--- config.mk ---
export PLATFORM = sky130hd
export DESIGN_NAME = palette_color_encoder
export DESIGN_NICKNAME = d
export VERILOG_FILES = /design/src/rtl/palette_color_encoder.sv
export SDC_FILE = /design/constraint.sdc
export NUM_CORES = 1
export LEC_CHECK = 0
export ABC_AREA = 1
export CELL_PAD_IN_SITES_DETAIL_PLACEMENT = 0
export CELL_PAD_IN_SITES_GLOBAL_PLACEMENT = 1
export CORE_ASPECT_RATIO = 0.5
export CORE_MARGIN = 8
export CORE_UTILIZATION = 50
export DETAILED_ROUTE_END_ITERATION = 8
export PLACE_DENSITY = 0.87
export SLEW_MARGIN = 20
export SYNTH_ARGS = -nofsm -noshare
export SYNTH_HDL_FRONTEND = slang
export SYNTH_SLANG_ARGS = --single-unit
--- constraint.sdc ---
create_clock -name Clk -period 19.91 [get_ports Clk]
set_clock_uncertainty 0.05 [all_clocks]
set_input_delay 2.9865 -clock Clk [delete_from_list [all_inputs] [get_ports Clk]]
set_output_delay 2.9865 -clock Clk [all_outputs]
set_load 0.005 [all_outputs]
--- src/rtl/palette_color_encoder.sv ---
// rtl/palette_color_encoder.sv - nearest-entry RGB to palette index encoder, one entry scanned per clock
// Optional: define EXACT_MATCH_EARLY_EXIT_EN to end the scan on the first zero-distance entry.
module palette_color_encoder #(
  parameter int ENTRIES = 16,
  parameter int CW      = 4,
  parameter int IDX_W   = 4,
  parameter int DIST_W  = 10
) (
  input  logic              Clk,
  input  logic              Reset_n,
  input  logic              in_valid,
  output logic              in_ready,
  input  logic [CW-1:0]     in_red,
  input  logic [CW-1:0]     in_green,
  input  logic [CW-1:0]     in_blue,
  output logic              out_valid,
  input  logic              out_ready,
  output logic [IDX_W-1:0]  out_index,
  output logic [DIST_W-1:0] out_dist,
  input  logic              pal_we,
  input  logic [IDX_W-1:0]  pal_addr,
  input  logic [3*CW-1:0]   pal_rgb,
  output logic              busy
);

  typedef enum logic [1:0] {IDLE, SCAN, DONE} state_t;

  state_t            state, state_nxt;
  logic [3*CW-1:0]   pal [ENTRIES];
  logic [CW-1:0]     req_r, req_g, req_b;
  logic [IDX_W-1:0]  ptr, best_idx;
  logic [DIST_W-1:0] best_dist, d;
  logic [3*CW-1:0]   pal_cur;
  logic              accept, last, hit, scan_end, better;

  function automatic logic [3*CW-1:0] default_entry(input int i);
    logic [11:0] e;
    case (i)
      0:  e = 12'hFE8;
      1:  e = 12'hC25;
      2:  e = 12'h982;
      3:  e = 12'h501;
      4:  e = 12'hDA3;
      5:  e = 12'hD17;
      6:  e = 12'h760;
      7:  e = 12'hEA4;
      8:  e = 12'hFDB;
      9:  e = 12'hA35;
      10: e = 12'hB82;
      11: e = 12'h852;
      12: e = 12'hF99;
      13: e = 12'hEC6;
      14: e = 12'h970;
      default: e = 12'hC66;
    endcase
    return (3*CW)'(e);
  endfunction

  function automatic logic [DIST_W-1:0] sq_diff(input logic [CW-1:0] a, input logic [CW-1:0] b);
    logic [CW-1:0]   ad;
    logic [2*CW-1:0] sq;
    ad = (a > b) ? (a - b) : (b - a);
    sq = {{CW{1'b0}}, ad} * {{CW{1'b0}}, ad};
    return DIST_W'(sq);
  endfunction

  assign pal_cur = pal[ptr];
  assign d = sq_diff(req_r, pal_cur[3*CW-1:2*CW])
           + sq_diff(req_g, pal_cur[2*CW-1:CW])
           + sq_diff(req_b, pal_cur[CW-1:0]);
  assign better   = (d < best_dist);
  assign last     = (ptr == IDX_W'(ENTRIES - 1));
`ifdef EXACT_MATCH_EARLY_EXIT_EN
  assign hit      = (d == '0);
`else
  assign hit      = 1'b0;
`endif
  assign scan_end = last || hit;
  assign accept   = (state == IDLE) && in_valid;

  always_ff @(posedge Clk or negedge Reset_n) begin
    if (!Reset_n) state <= IDLE;
    else          state <= state_nxt;
  end

  always_comb begin
    state_nxt = state;
    case (state)
      IDLE:    if (in_valid)  state_nxt = SCAN;
      SCAN:    if (scan_end)  state_nxt = DONE;
      DONE:    if (out_ready) state_nxt = IDLE;
      default: state_nxt = IDLE;
    endcase
  end

  always_comb begin
    in_ready  = (state == IDLE);
    out_valid = (state == DONE);
    busy      = (state != IDLE);
  end

  // Palette is a register array, so a write on the accept edge is already visible to the entry-0 read.
  always_ff @(posedge Clk or negedge Reset_n) begin
    if (!Reset_n) begin
      for (int i = 0; i < ENTRIES; i++) pal[i] <= default_entry(i);
      req_r     <= '0;
      req_g     <= '0;
      req_b     <= '0;
      ptr       <= '0;
      best_idx  <= '0;
      best_dist <= '1;
      out_index <= '0;
      out_dist  <= '0;
    end else begin
      if ((state == IDLE) && pal_we) pal[pal_addr] <= pal_rgb;
      if (accept) begin
        req_r     <= in_red;
        req_g     <= in_green;
        req_b     <= in_blue;
        ptr       <= '0;
        best_idx  <= '0;
        best_dist <= '1;
      end else if (state == SCAN) begin
        ptr <= ptr + 1'b1;
        if (better) begin
          best_dist <= d;
          best_idx  <= ptr;
        end
        if (scan_end) begin
          out_index <= better ? ptr : best_idx;
          out_dist  <= better ? d   : best_dist;
        end
      end
    end
  end

endmodule

Word-level counts from Yosys, hierarchy flattened. Cells that the tools add are included.

Flip-flop bits (word level): 238. Input bits: 33. Output and inout port bits: 17. Logic and storage cells: 82.

Add/sub/neg operators: 9. $mul: 3. Order comparisons: 7. Eq/ne operators: 6. Muxes and demuxes: 21. Bitwise logic cells: 3. Reduce and logical (&&, ||, !) cells: 8.

Operators with widths (count): 192-bit bitwise mux (1); 12-bit binary-select mux with 4-bit select (1); 12-bit demux with 4-bit select (1); 12-bit two-way mux (3); 4-bit two-way mux (8); 10-bit two-way mux (3); 4-bit by 4-bit multiplier with 8-bit output (3); 4-bit subtractor (6); 4-bit greater-than comparator (3); 9-bit by 8-bit adder with 10-bit output (1); 5-bit >= comparator (second input constant) (2); 10-bit less-than comparator (1); 4-bit inverter with 5-bit output (2); 8-bit by 8-bit adder with 9-bit output (1); 2-bit two-way mux (3); 2-bit one-hot mux with 3 select lines (1); 3-bit AND reduction (2); 5-bit by 1-bit less-than comparator with 1-bit output (second input constant) (1); 4-bit by 1-bit adder with 4-bit output (second input constant) (1); 4-bit == test (second input constant) (1); 2-bit != test (second input constant) (2); 2-bit nonzero test (2); 1-bit logical AND (3); 2-bit by 1-bit == test with 1-bit output (second input constant) (1); 4 further kinds (4).

Longest topological paths before layout. Gate-level depths: netlist of the first run.

Depth after elaboration: 13. Depth in mapped cells: 50. Gate-level depth less buffers: 48.

Least setup slack after synthesis of the first run. OpenSTA, ideal clock, no wires.

Path type: reg-to-reg. Start point: reg ptr[0]. End point: reg out_dist[8]. Data arrival time: 6807 ps. Data required time: 19743 ps. Slack: 12936 ps. Cell stages (with the launch flop): 45. Clock period less this slack: 6974 ps. Cells stage by stage: dfrtp_1 buf_4 inv_2 clkbuf_1 nor2_1 o211ai_1 nand2_1 nor2_1 nor2_1 inv_1 ha_1 inv_1 fa_1 nand3_1 nand2_1 nand2_1 inv_1 nand2_1 (+9 left out) fa_1 inv_1 ha_1 nand2_1 nand3_1 nand3b_1 nand3_1 nand2_1 inv_1 ha_1 nand2_1 nor2_1 nand3_2 nand3_2 buf_6 nand2_1 nand3_1 nand2_1.

Cells in the longest elaborated chain, start to end: 11. Elaborated cells on any way between the ends: 25.

Ends and longest elaborated chain: start, declared (line 31) `logic [IDX_W-1:0] ptr, best_idx;`; start signal, assigned (line 124) `ptr <= ptr + 1'b1;`; 4-bit inverter with 5-bit output (implied by the code) (line 67) `assign pal_cur = pal[ptr];`; 12-bit binary-select mux with 4-bit select (line 67); 12-bit two-way mux (implied by the code) (2 in a row) (line 67); 4-bit subtractor or 4-bit greater-than comparator (tied branches) (line 62) `ad = (a > b) ? (a - b) : (b - a);`; 4-bit two-way mux (line 62); 4-bit by 4-bit multiplier with 8-bit output (line 63) `sq = {{CW{1'b0}}, ad} * {{CW{1'b0}}, ad};`; 8-bit by 8-bit adder with 9-bit output (line 69) `+ sq_diff(req_g, pal_cur[2*CW-1:CW])`; 9-bit by 8-bit adder with 10-bit output (line 70) `+ sq_diff(req_b, pal_cur[CW-1:0]);`; 10-bit less-than comparator (line 71) `assign better = (d < best_dist);`; 10-bit two-way mux; end signal, assigned (line 131) `out_dist <= better ? d : best_dist;`; end, declared (line 19) `output logic [DIST_W-1:0] out_dist,`.

Several ways; a longest one is shown, not always the timed one. The select of a mux whose other input is x is not followed. A chain may end at the register's enable or synchronous reset.

Worst setup path after layout of the first run.
Start point: reg ptr[0]. End point: reg best_dist[8].

Cells in the longest elaborated chain, start to end: 13. Elaborated cells on any way between the ends: 25.

Ends and longest elaborated chain: 4-bit inverter with 5-bit output (implied by the code) * (line 67); 12-bit binary-select mux with 4-bit select * (line 67); 12-bit two-way mux (implied by the code) * (2 in a row) (line 67); 4-bit subtractor or 4-bit greater-than comparator (tied branches) (line 62); 4-bit two-way mux (line 62); 4-bit by 4-bit multiplier with 8-bit output (line 63); 8-bit by 8-bit adder with 9-bit output (line 69); 9-bit by 8-bit adder with 10-bit output * (line 70); 10-bit less-than comparator (line 71); 10-bit two-way mux * (line 125) `if (better) begin`; 10-bit two-way mux * (line 123) `end else if (state == SCAN) begin`; 10-bit two-way mux * (line 116) `if (accept) begin`; end signal, assigned (line 111) `best_dist <= '1;`; end signal, assigned (line 122) `best_dist <= '1;`; end signal, assigned (line 126) `best_dist <= d;`; end, declared (line 32) `logic [DIST_W-1:0] best_dist, d;`.

Mark *: on every way between the ends. The rest lies on a longest branch, timed or not. The select of a mux whose other input is x is not followed.

==> results of run 1 <==
==> stage by stage <==
stage | hold WS, ns | setup WS (ns) | std cells
2_1_floorplan | 0.398 | 12.94 | 1632
3_3_place_gp | 0.410 | 11.13 | 1951
3_5_place_dp | 0.414 | 10.86 | 1951
4_1_cts | 0.424 | 10.85 | 1995
5_1_grt | 0.436 | 10.05 | 1995
6_report | 0.421 | 10.78 | 1995
==> synthesized netlist by cell type (all sizes together), types with 13 or more instances <==
| cell type | number | area, sq um |
|---|---|---|
| clkbuf | 34 | 128 |
| ha | 57 | 713 |
| nand2 | 414 | 1640 |
| buf | 58 | 412 |
| nor2 | 178 | 696 |
| o211ai | 13 | 97.6 |
| nand4 | 19 | 138 |
| inv | 150 | 566 |
| o22ai | 32 | 200 |
| dfstp | 106 | 2790 |
| dfrtp | 132 | 3300 |
| nand3 | 57 | 305 |
| fa | 27 | 541 |
| o21ai | 313 | 1680 |
| a21oi | 20 | 100 |
==> sequential cells by signal (all words and copies together) (netlist names) <==
register and flops:
pal 192, ptr 4, best_idx 4, req_g 4, req_b 4, best_dist 10, out_dist 10, out_index 4
state 2, req_r 4
==> kinds of logic after synthesis <==
logic type / after synthesis / synth area share (%)
buffers and inverters: 243 / 8.22
XOR/XNOR: 10 / 0.650
AND/OR/NAND/NOR: 672 / 20.8
adder cells (fa/ha/maj): 84 / 9.30
AO/OA/AOI/OAI: 385 / 15.8
flip-flops: 238 / 45.2
==> worst max-delay path, delay by kind of cell, from the launching register on <==
family	cells	cell delay (ns)
AO/OA/AOI/OAI	3	0.43
AND/OR/NAND/NOR	20	2.73
buffers and inverters	10	2.00
flip-flops	1	0.39
adder cells (fa/ha/maj)	8	3.41
==> final cells by class <==
type                            instances  area (sq um)
Multi-Input combinational cell       1151          6280
Clock inverter                          7          96.3
Clock buffer                           37           729
Tap cell                              352           440
Timing Repair Buffer                   59           571
Inverter                              151           569
Sequential cell                       238          6090
Fill cell                            2408         11700
==> path summary, 6_finish.rpt <==
path,end,start,cells after the start,slack (ns)
worst max register to register,best_dist[8],ptr[0],41,10.78
max in group asynchronous,pal[123],Reset_n,2,15.91
worst min register to register,pal[117],pal[117],2,0.42
worst max-delay path,best_dist[8],ptr[0],41,10.78
worst min-delay path,pal[117],pal[117],2,0.42
min in group asynchronous,out_dist[6],Reset_n,1,2.43
==> layer usage <==
| layer | routed length [um] | vias to the layer above | global-route usage (%) |
|---|---|---|---|
| li1 | - | 5283 | - |
| met1 | 16200 | 5220 | 29.6 |
| met2 | 15000 | 245 | 32.8 |
| met3 | 1920 | 53 | 3.74 |
| met4 | 773 | 0 | 5.40 |
| met5 | 0 | - | 0 |
==> results.md, run 1 <==
* Share of cells above drive strength 1 at 13.3%
* Post-route ant nets at 0
* RSZ-0062 raised after global routing: no
* Net Count, Synth at 1,749
* Final min period at 9.13 ns
* Hold WC Path Type: reg -> reg
* Post-DP Area at 14,000 sq um
* Critical Path Fanout Max at 74
* Register area share after synthesis at 45.2%
* Number of port buffers at 49
* Number of global-route vias before repair at 10.5k
* Yosys cell types at 40
* Largest net degree at the start of global routing at 116
* Arrival time worst endpoint at 9.56 ns
* Clock latency on the worst-skew pair at 0.55 ns
* Top FF cell, synth: dfrtp_1
* Root Buffer: clkbuf_16
* DRC at 0
* Initial drt markers at 928
* Final instance area at 14,800 sq um
* GRT Overall Usage at 20.9%
* Period Utilization, post-route at 45.9%
* Area delta synth->final at 9.64%
* Slew @ Worst Pin at 1.07 ns
* Netlist Area Pre-Place at 13,500 sq um
* Commonest non-fill, non-tap cell in the layout: nand2_1
* Per-cell routed wire length at 17.0 um
* Antenna Cells at 0
* CTS sink count at 238
* Max Slew Vio Count at 0
* Crit path max-delay cell type: buf_4
* Die area at 32,800 sq um
* Setup violations, final at 0
* Die H at 132 um
* Fin nets at 1,742
* Post-synth EDFFs at 0
* Num CTS Buffers at 24
* Status: finished, final reports clean
* DPL Wire Length at 22,000 um
* CTS tree: done
* Cts hold-fix bufs at 0
* Final Core Density at 55.8%
* I/O Pins at 50
* Max Cap Viol at 0
* Via count at 10.8k
* CP Data Required Time at 20.34 ns
* Critical path endpoint category: flop
* Via-per-instance ratio at 5.41
* Postcts setup bufs at 0
* Cells after Synth at 1,632
* Post-CTS Resized at 0
* Critical Setup Path Class: reg -> reg
* Mean Syn Cell Area at 8.26 sq um
* Crit-path max cell delay at 0.73 ns
* Total iterations of the first detailed-routing run at 5
* FFs w/ async S/R, synth at 100%
* Final Wtd Congestion at 0.833
* Initial antenna violation count at 1
* Clk buf depth at 3
* Startpoint types: flop
* Die Width at 248 um
* First-pass GRT wire length at 55,700 um
* Fmax at 109 MHz
* Commonest cells after routing, fill and taps aside: nand2_1, o21ai_0, nor2_1, inv_1, dfrtp_1
* Rows at 42
* Fin Setup TNS at 0 ns
* Core Area at 26,500 sq um
* Starting Density at 50.9%
* Slew HR at 28.9%
* CTS H-tree lvls at 1
* Final Hold Vio Count at 0
* DRT Wirelength at 33,900 um
* Synth Register Bits at 238
* Yosys Warn Count at 0
* CP most frequent cell: nand2_1
* GR Overflow Total at 0
* Clk slew on worst S/H paths at 0.06 ns
Power of run 1 is not shown: default switching activity piles up to over one toggle a cycle in this logic, so the estimate is an artifact.
==> run 2: changes to the inputs <==
CORE_UTILIZATION = 43   (was 50)
PLACE_DENSITY = 0.79   (was 0.87)
clock period = 8.4 ns   (was 19.91 ns; I/O delays follow)
==> run 2 against run 1 <==
  * Non-clock buffer count up 15
  * Clock-buffer cell count down 3
  * Die area up 15%
  * Critical path depth unchanged
  * Routed wire length up 4.4%
  * Via count up 1.4%
  * First-iteration DRC count up 17%
  * Design area up 2.7%
  * Fmax up 17%
  * Sequential share of layout area down 1.1 points
  * Critical endpoint is now out_dist[9]
==> results.md, run 2 (synthesized netlist as in run 1, its figures left out) <==
* Num CTS Buffers at 24
* Share of cells above drive strength 1 at 14.6%
* I/O Pins at 50
* GR Overflow Total at 0
* Critical Setup Path Class: reg -> reg
* Die H at 141 um
* Post-route ant nets at 0
* Die Width at 266 um
* Arrival time worst endpoint at 8.16 ns
* DRT Wirelength at 35,400 um
* Largest register FFs at 192
* Final hold slack at 0.420 ns
* CP Buf/Inv Count at 9
* Clock latency on the worst-skew pair at 0.56 ns
* Startpoint types: flop
* Number of global-route vias before repair at 10.6k
* CP Data Required Time at 8.76 ns
* Fmax at 128 MHz
* Fin nets at 1,757
* Via-per-instance ratio at 5.26
* Commonest non-fill, non-tap cell in the layout: nand2_1
* Post-DP Area at 14,100 sq um
* Final Hold Vio Count at 0
* Final min period at 7.80 ns
* Layout fillers at 2,885
* Slew HR at 31.1%
* GRT Overall Usage at 18.3%
* Largest regs: pal: 192 flops, best_dist: 10 flops, out_dist: 10 flops
* Initial drt markers at 1,083
* Crit path max-delay cell type: fa_1
* Starting Density at 44.1%
* Largest net degree at the start of global routing at 100
* Fin Setup TNS at 0 ns
* Via count at 11.0k
* Per-cell routed wire length at 17.0 um
* Rows at 45
* RSZ-0062 raised after global routing: no
* Final Wtd Congestion at 0.865
* Max Slew Vio Count at 0
* Cell Count, Final, Fillers Out at 2,081
* Dpl cells at 2,026
* Clk buf depth at 3
* Max Cap Viol at 0
* Crit-path leading delay family: adder cells
* First-pass GRT wire length at 56,300 um
* Period Utilization, post-route at 92.9%
* DRC at 0
* Slew @ Worst Pin at 1.03 ns
* CP most frequent cell: nand2_1
* DPL Wire Length at 22,800 um
* Commonest cells after routing, fill and taps aside: nand2_1, o21ai_0, nor2_1, inv_1, dfrtp_1
* Clk slew on worst S/H paths at 0.06 ns
* Status: finished, final reports clean
* Die area at 37,600 sq um
* Root Buffer: clkbuf_16
* Setup violations, final at 0
* Crit-path max cell delay at 0.57 ns
* CTS tree: done
* Cts hold-fix bufs at 0
* Biggest register: pal
* Total iterations of the first detailed-routing run at 5
* Critical Path Fanout Max at 21
* Antenna Cells at 0
* Core Area at 30,600 sq um
* Final instance area at 15,200 sq um
* CTS H-tree lvls at 1
* Critical path endpoint category: flop
* Number of port buffers at 49
* Area delta synth->final at 12.6%
* CTS sink count at 238
* Hold WC Path Type: reg -> reg
* Initial antenna violation count at 0
## run 2: cell count changes in the layout (fill, tap and decap cells not counted), moves of 2 or more
cell / previous run / this run
buf_12: 0 / 4
buf_16: 0 / 2
buf_4: 10 / 16
bufinv_16: 1 / 3
clkbuf_16: 24 / 27
clkbuf_8: 8 / 5
clkinvlp_4: 0 / 3
nor2_1: 173 / 167
nor2_2: 2 / 8
## run 2: timing repair
item,in CTS,in global routing
gates resized for setup,0,13
setup buffers,0,7
setup endpoints to repair,0,28
## run 2: worst reg2reg max path: cells and delay by family (launching register included)
kind                     cells  cell delay [ns]
adder cells (fa/ha/maj)      8             3.32
AO/OA/AOI/OAI                6             0.70
flip-flops                   1             0.48
buffers and inverters        9             1.10
AND/OR/NAND/NOR             18             2.05
## run 2: worst paths after layout
path / from / end / slack, ns / depth (start not counted)
max in group asynchronous: Reset_n / req_g[0] / 6.27 / 2
min in group asynchronous: Reset_n / pal[28] / 0.64 / 1
worst max register to register: ptr[1] / out_dist[9] / 0.60 / 41
worst min-delay path: pal[170] / pal[170] / 0.42 / 2
worst min register to register: pal[170] / pal[170] / 0.42 / 2
worst max-delay path: ptr[1] / out_dist[9] / 0.60 / 41
## run 2: cell type report
class                      instances  area (sq um)  area share [%]
tap                              423           529            3.49
multi-input combinational       1151          6310            41.6
timing repair buffer              74           826            5.44
clock buffer                      34           688            4.53
sequential                       238          6090            40.1
inverter                         151           581            3.83
clock inverter                    10           155            1.02
## run 2: through the flow
| stage | worst slack, ns | util (%) |
|---|---|---|
| 3_5_place_dp | 0.172 | 46.2 |
| 5_1_grt | 0.00865 | 49.6 |
| 6_report | 0.598 | 49.6 |
| 4_1_cts | 0.131 | 49.0 |
| 2_1_floorplan | 1.43 | - |
| 3_3_place_gp | 0.339 | 46.2 |
## run 2: per-layer routing
layer,up-vias,part of all wire [%],GRT usage [%]
met5,-,0,0
met4,0,2.0,4.76
met3,49,5.4,3.00
met2,271,46,30.0
met1,5316,47,25.2
li1,5320,-,-
Power of run 2 is left out for the same reason.
==> run 3: changes to the inputs <==
CTS_BUF_LIST = sky130_fd_sc_hd__clkbuf_16   (was unset)
==> run 3 against run 2 <==
  * Sequential share of layout area rose by 0.13 points
  * Utilization decreased by 0.16 points
  * Worst hold slack improved by 0.0023 ns
  * Cell count unchanged
  * Non-clock buffer count unchanged
  * Critical path type unchanged
  * Highest routed layer unchanged
==> results.md, run 3 (synthesized netlist as in run 1, its figures left out) <==
* Status: finished, final reports clean
* Max Cap Viol at 0
* Critical Path Fanout Max at 21
* Area delta synth->final at 12.2%
* CTS H-tree lvls at 1
* Antenna Cells at 0
* First-pass GRT wire length at 56,300 um
* Critical Setup Path Class: reg -> reg
* Die area at 37,600 sq um
* Via count at 11.0k
* Critical path endpoint category: flop
* CP most frequent cell: nand2_1
* Commonest non-fill, non-tap cell in the layout: nand2_1
* Final min period at 7.78 ns
* Clk buf depth at 3
* Period Utilization, post-route at 92.6%
* Final hold slack at 0.423 ns
* Rows at 45
* Slew @ Worst Pin at 1.04 ns
* Clk slew on worst S/H paths at 0.06 ns
* Largest register FFs at 192
* Number of port buffers at 49
* Clock latency on the worst-skew pair at 0.56 ns
* Post-route ant nets at 0
* CTS tree: done
* Startpoint types: flop
* Fin Setup TNS at 0 ns
* Largest net degree at the start of global routing at 100
* I/O Pins at 50
* Pre-CTS setup slack at 0.172 ns
* GR Overflow Total at 0
* Final Hold Vio Count at 0
* Fin nets at 1,757
* Slew HR at 30.9%
* Via-per-instance ratio at 5.27
* Commonest cells after routing, fill and taps aside: nand2_1, o21ai_0, nor2_1, inv_1, dfrtp_1
* Crit path max-delay cell type: fa_1
* Hold WC Path Type: reg -> reg
* Die Width at 266 um
* Root Buffer: clkbuf_16
* Met3 usage at 3.00%
* Setup violations, final at 0
* Die H at 141 um
* CP Data Required Time at 8.77 ns
* DPL Wire Length at 22,800 um
* Core Area at 30,600 sq um
* CTS sink count at 238
* Busiest layer in global routing: met2
* Biggest register: pal
* DRC at 0
* DRT Wirelength at 35,400 um
* Share of cells above drive strength 1 at 14.3%
* Cts hold-fix bufs at 0
* Met1 Use GR at 25.2%
* RSZ-0062 raised after global routing: no
* Met2 GRT Util at 30.0%
* Final Wtd Congestion at 0.865
* Crit-path max cell delay at 0.57 ns
* Num CTS Buffers at 24
* Largest regs: pal: 192 flops, best_dist: 10 flops, out_dist: 10 flops
* Arrival time worst endpoint at 8.14 ns
* Per-cell routed wire length at 17.0 um
* Max Slew Vio Count at 0
* Initial drt markers at 1,041
* GRT Overall Usage at 18.3%
* Final WS setup at 0.624 ns
* Initial antenna violation count at 0
* Fmax at 129 MHz
* Starting Density at 44.1%
* Number of global-route vias before repair at 10.6k
* R2r setup slk at 0.62 ns
* Total iterations of the first detailed-routing run at 6
[run 3: cell types whose count changed in the layout (fill, tap and decap cells not counted), sizes merged]
| cell | delta |
|---|---|
| clkbuf | -10 |
| inv | +5 |
| clkinv | +5 |
[run 3: final cells by class]
type	instances	area, sq um
Sequential cell	238	6090
Fill cell	2895	15400
Clock inverter	20	193
Timing Repair Buffer	74	826
Inverter	151	581
Tap cell	423	529
Clock buffer	24	601
Multi-Input combinational cell	1151	6310
[run 3: path summary, 6_finish.rpt]
kind | start | endpoint | depth (start not counted)
max | ptr[1] | out_dist[8] | 41
min | pal[133] | pal[133] | 2
max reg2reg | ptr[1] | out_dist[8] | 41
min reg2reg | pal[133] | pal[133] | 2
max in group asynchronous | Reset_n | req_r[0] | 2
min in group asynchronous | Reset_n | pal[28] | 1
[run 3: repair_timing]
item | in CTS | in global routing
resized for setup | 0 | 13
setup buffers | 0 | 7
setup endpoints to repair | 0 | 28
[run 3: stage by stage]
step	cell area (sq um)	cells	utilization, %
6_report	15100	2081	49.5
3_5_place_dp	14100	2026	46.2
4_1_cts	14900	2070	48.8
3_3_place_gp	14100	2026	46.2
2_1_floorplan	13500	1632	-
5_1_grt	15100	2081	49.5
[run 3: layer usage]
layer | routed length (um) | up-vias
met5 | 0 | -
met4 | 680 | 0
met3 | 1850 | 47
met2 | 16300 | 303
met1 | 16600 | 5307
li1 | - | 5318
[run 3: critical path, delay by kind of cell, from the launching register on]
kind / cells / cell delay, ns
buffers and inverters: 9 / 1.07
flip-flops: 1 / 0.47
adder cells (fa/ha/maj): 8 / 3.31
AND/OR/NAND/NOR: 18 / 2.03
AO/OA/AOI/OAI: 6 / 0.70
Power of run 3 is left out for the same reason.
